$ cat config.mk
export PLATFORM = sky130hd
export DESIGN_NAME = gcd_lcm_coproc
export DESIGN_NICKNAME = d
export VERILOG_FILES = /design/src/rtl/gcd_lcm_coproc.sv
export SDC_FILE = /design/constraint.sdc
export NUM_CORES = 2
export LEC_CHECK = 0
export BUFFER_PORTS_ARGS = -buffer_cell sky130_fd_sc_hd__buf_2
export CORE_MARGIN = 5
export CORE_UTILIZATION = 42
export CTS_BUF_LIST = sky130_fd_sc_hd__clkbuf_4
export CTS_CLUSTER_DIAMETER = 60
export CTS_CLUSTER_SIZE = 12
export DETAILED_ROUTE_END_ITERATION = 10
export SLEW_MARGIN = 25
export SYNTH_ARGS = -nofsm -noshare
export SYNTH_HDL_FRONTEND = slang
export SYNTH_SLANG_ARGS = --single-unit
$ cat constraint.sdc
create_clock -name clk -period 13.4 [get_ports clk]
set_input_delay 1.34 -clock clk [delete_from_list [all_inputs] [get_ports clk]]
set_output_delay 1.34 -clock clk [all_outputs]
set_load 0.005 [all_outputs]
$ cat src/rtl/gcd_lcm_coproc.sv
// gcd_lcm_coproc: multi-cycle GCD/LCM coprocessor for the custom gcd/lcm
// instructions. GCD uses the binary (Stein) algorithm, one step per cycle.
// LCM reuses that GCD, then does a restoring division a0/g (WIDTH cycles)
// and a truncated multiply by b0.
//
// Ports:
//   clk      rising-edge clock
//   reset_n  asynchronous active-low reset
//   start    decoder Start (level, held while stalled)
//   lcm_sel  0 = gcd, 1 = lcm; sampled at accept
//   src_a    rs1 operand; sampled at accept
//   src_b    rs2 operand; sampled at accept
//   result   registered result; held until the next accept
//   done     one-cycle pulse with result valid
//   busy     high in GCD and DIV states
//   stall    (start & IDLE) | busy; freezes PC/IF/ID
module gcd_lcm_coproc #(
  parameter int unsigned WIDTH = 32
) (
  input  logic             clk,
  input  logic             reset_n,
  input  logic             start,
  input  logic             lcm_sel,
  input  logic [WIDTH-1:0] src_a,
  input  logic [WIDTH-1:0] src_b,
  output logic [WIDTH-1:0] result,
  output logic             done,
  output logic             busy,
  output logic             stall
);

  localparam int unsigned CW = $clog2(WIDTH) + 1;

  typedef enum logic [1:0] {IDLE, GCD, DIV, DONE} state_t;

  state_t           state, state_nxt;
  logic [WIDTH-1:0] a, a_nxt, b, b_nxt;
  logic [WIDTH-1:0] a0, a0_nxt, b0, b0_nxt;
  logic [WIDTH-1:0] g, g_nxt, result_nxt;
  logic             op, op_nxt;
  logic [CW-1:0]    k, k_nxt, cnt, cnt_nxt;

  // During DIV, a is reused as the dividend/quotient shift register and
  // b as the partial remainder, so no extra WIDTH-wide registers are needed.
  logic [WIDTH:0]   rem_sh, diff;
  logic             qbit;
  logic [WIDTH-1:0] rem, quo;

  assign rem_sh = {b, a[WIDTH-1]};
  assign diff   = rem_sh - {1'b0, g};
  assign qbit   = ~diff[WIDTH];
  assign rem    = qbit ? diff[WIDTH-1:0] : rem_sh[WIDTH-1:0];
  assign quo    = {a[WIDTH-2:0], qbit};

  assign busy  = (state == GCD) || (state == DIV);
  assign done  = (state == DONE);
  assign stall = (start && (state == IDLE)) || busy;

  always_ff @(posedge clk or negedge reset_n) begin
    if (!reset_n) begin
      state  <= IDLE;
      a      <= '0;
      b      <= '0;
      a0     <= '0;
      b0     <= '0;
      g      <= '0;
      op     <= 1'b0;
      k      <= '0;
      cnt    <= '0;
      result <= '0;
    end else begin
      state  <= state_nxt;
      a      <= a_nxt;
      b      <= b_nxt;
      a0     <= a0_nxt;
      b0     <= b0_nxt;
      g      <= g_nxt;
      op     <= op_nxt;
      k      <= k_nxt;
      cnt    <= cnt_nxt;
      result <= result_nxt;
    end
  end

  always_comb begin
    state_nxt  = state;
    a_nxt      = a;
    b_nxt      = b;
    a0_nxt     = a0;
    b0_nxt     = b0;
    g_nxt      = g;
    op_nxt     = op;
    k_nxt      = k;
    cnt_nxt    = cnt;
    result_nxt = result;
    case (state)
      IDLE: begin
        if (start) begin
          a_nxt  = src_a;
          b_nxt  = src_b;
          a0_nxt = src_a;
          b0_nxt = src_b;
          op_nxt = lcm_sel;
          k_nxt  = '0;
          if ((src_a == '0) || (src_b == '0)) begin
            result_nxt = lcm_sel ? '0 : (src_a | src_b);
            state_nxt  = DONE;
          end else begin
            state_nxt = GCD;
          end
        end
      end
      GCD: begin
        if (a == b) begin
          g_nxt = a << k;
          if (op) begin
            a_nxt     = a0;
            b_nxt     = '0;
            cnt_nxt   = '0;
            state_nxt = DIV;
          end else begin
            result_nxt = a << k;
            state_nxt  = DONE;
          end
        end else if (!a[0] && !b[0]) begin
          a_nxt = a >> 1;
          b_nxt = b >> 1;
          k_nxt = k + 1'b1;
        end else if (!a[0]) begin
          a_nxt = a >> 1;
        end else if (!b[0]) begin
          b_nxt = b >> 1;
        end else if (a > b) begin
          a_nxt = (a - b) >> 1;
        end else begin
          b_nxt = (b - a) >> 1;
        end
      end
      DIV: begin
        a_nxt   = quo;
        b_nxt   = rem;
        cnt_nxt = cnt + 1'b1;
        if (cnt == CW'(WIDTH - 1)) begin
          result_nxt = quo * b0;
          state_nxt  = DONE;
        end
      end
      DONE: begin
        state_nxt = IDLE;
      end
      default: begin
        state_nxt = IDLE;
      end
    endcase
  end

endmodule

==> metrics.txt <==
Die Y 289 um; Setup TNS 0 ns; Yosys top cell by area fa_1; cells after synthesis 3864; CTS Buf Count 25; Via Count ~28000; fmax approximately 100 MHz; postcts setup bufs 0; CTS H-tree lvls 1; Synth Cell Area between 0.03 and 0.04 mm^2; number of flops mapped to enable cells by yosys 0; CP endpoint kind register; Slew headroom between 20 and 30%; pin count of the biggest net entering global routing 81; clk_skew roughly 0.12 ns; clock tree sinks 207; WS Path Type register to register; post-synth top area share 25.2%; CTS clk-pin slew, worst paths about 0.15 ns; antenna-violating nets left 0; Avg Inst Size Synth 8.46 um^2; Critical Path Fanout Max 32; YS warnings 0; Worst-Margin Slew 1.06 ns; final period utilization 72.9%; die area 0.0835 mm^2; R2R cell count 37; DRC 0; status completed; share of cells above drive strength 1 a little under a tenth; Crit-path slowest cell dfrtp_1; top cells by area, synth fa_1 (25%), dfrtp_1 (16%), ha_1 (8.6%), nand2_1 (7.2%), inv_1 (6.0%); initial drt markers 2603; most common cell in the netlist nand2_1; wire per inst about 25 um; RSZ-0062 raised after global routing no; Row Count just over 100; flop and latch count out of synthesis ~210; vias per std cell just under 6; synth cell count leaders nand2_1 (631), inv_1 (523), fa_1 (411), ha_1 (225), dfrtp_1 (207); CTS tree done; first-pass GRT wire length around 180 mm; root buf cell clkbuf_4; starting density of the core 42.3%; # port buffers 102; vias in the first global route approximately 29000; FFs w/ async S/R, synth 100%; Most used DFF post-synth dfrtp_1; final hold violations 0; HP Class input pin to asynchronous set/reset pin; Worst path max stage delay 0.51 ns; Die X between 200 and 300 um; DRT Wirelength ~120 mm; library cells used by synthesis 90; Synth-to-Final Area Change 5.14%; max_cap viols 0; critical path's most frequent cell ha_1; Nets 4511; Clock Latency Late Sink about 0.83 ns; Slew Viols, Final 0; detailed placer's ending HPWL 92.8 mm; worst path arrival time between 10 and 15 ns; total grt overflow 0; Core Area 0.0773 mm^2; syn_nets around 4600; PostCTS Resize Cnt 0; Final GP Congestion 0.987; Total GRT Usage between 20% and 30%; CP required 14.12 ns; Hold Buf Count CTS 0; # setup viols final 0; 1st-pass router iterations 8; initial antenna violation count 5; crit path time final roughly 9.8 ns; Clock Tree Buf Depth 3; Seq/Total Area, Yosys roughly 16%; # IOs ~100; Setup crit start kind register
## cells in the final DEF (no fill, tap or decap), drive strengths merged, types with 43 or more instances in the layout
master  netlist  final
nand2       634    634
inv         523    527
fa          411    411
ha          225    225
o21ai       216    216
dfrtp       207    207
a21oi       180    180
buf          58    175
nor2        158    158
and2        146    146
xnor2       119    119
mux2         72     72
a21o         48     48
nor3         47     47
xor2         44     44
nand3        43     43
## kinds of logic after synthesis
logic type	synth area share, %
XOR/XNOR	4.39
multiplexers	5.09
flip-flops	15.8
AND/OR/NAND/NOR	16.2
adder cells (fa/ha/maj)	33.8
AO/OA/AOI/OAI	15.5
buffers and inverters	9.21
## worst paths after layout
path	endpoint	slack [ns]	from
hold reg to reg	g[30]	0.51	g[30]
hold / removal	state[0]	0.47	reset_n
setup / recovery	result[23]	3.63	a[31]
max in group asynchronous	b0[24]	11.46	reset_n
min in group clk	g[30]	0.51	g[30]
setup reg to reg	result[23]	3.63	a[31]
## state kept, by name (all words and copies together), names as in the netlist
signal,cells
op,1
b,32
g,32
cnt,6
state,2
result,32
a,32
b0,32
a0,32
k,6
## worst max-delay path, delay by kind of cell (launching register included)
kind            cells  cell delay (ns)
flops               1             0.51
compound gates     13             3.53
buf+inv             8             1.17
simple gates        4             0.97
xor+xnor            1             0.21
fa+ha+maj          11             3.23
## metrics by stage
step	std cells	instance area, um^2	setup WS (ns)	hold WS (ns)	utilization (%)
floorplan	3864	32700	4.71	0.447	-
global placement	4820	34100	3.91	0.469	44.1
finish	4859	34400	3.63	0.473	44.4
global route	4859	34400	3.15	0.515	44.4
CTS	4858	34400	3.69	0.477	44.4
detailed placement	4820	34100	3.73	0.476	44.1
## area by class of cell
| cell class | count | area, um^2 |
|---|---|---|
| clock buffers | 25 | 188 |
| fillers | 7861 | 43000 |
| multi-input cells | 2873 | 24600 |
| diodes | 1 | 2.50 |
| well taps | 1040 | 1300 |
| clock inverters | 13 | 86.3 |
| flip-flops and latches | 207 | 5180 |
| repair buffers | 175 | 1070 |
| inverters | 525 | 1970 |
## per-layer routing
metal	up-vias	track usage, %	part of all wire, %
met4	4	14.5	6.3
met3	323	4.74	8.5
li1	12596	-	-
met5	-	0	0.037
met2	1337	45.8	46
met1	14223	38.0	40
Power is left out: the tool's default activity adds up to more than one toggle a clock period on the data nets, which glitch-free logic cannot reach.
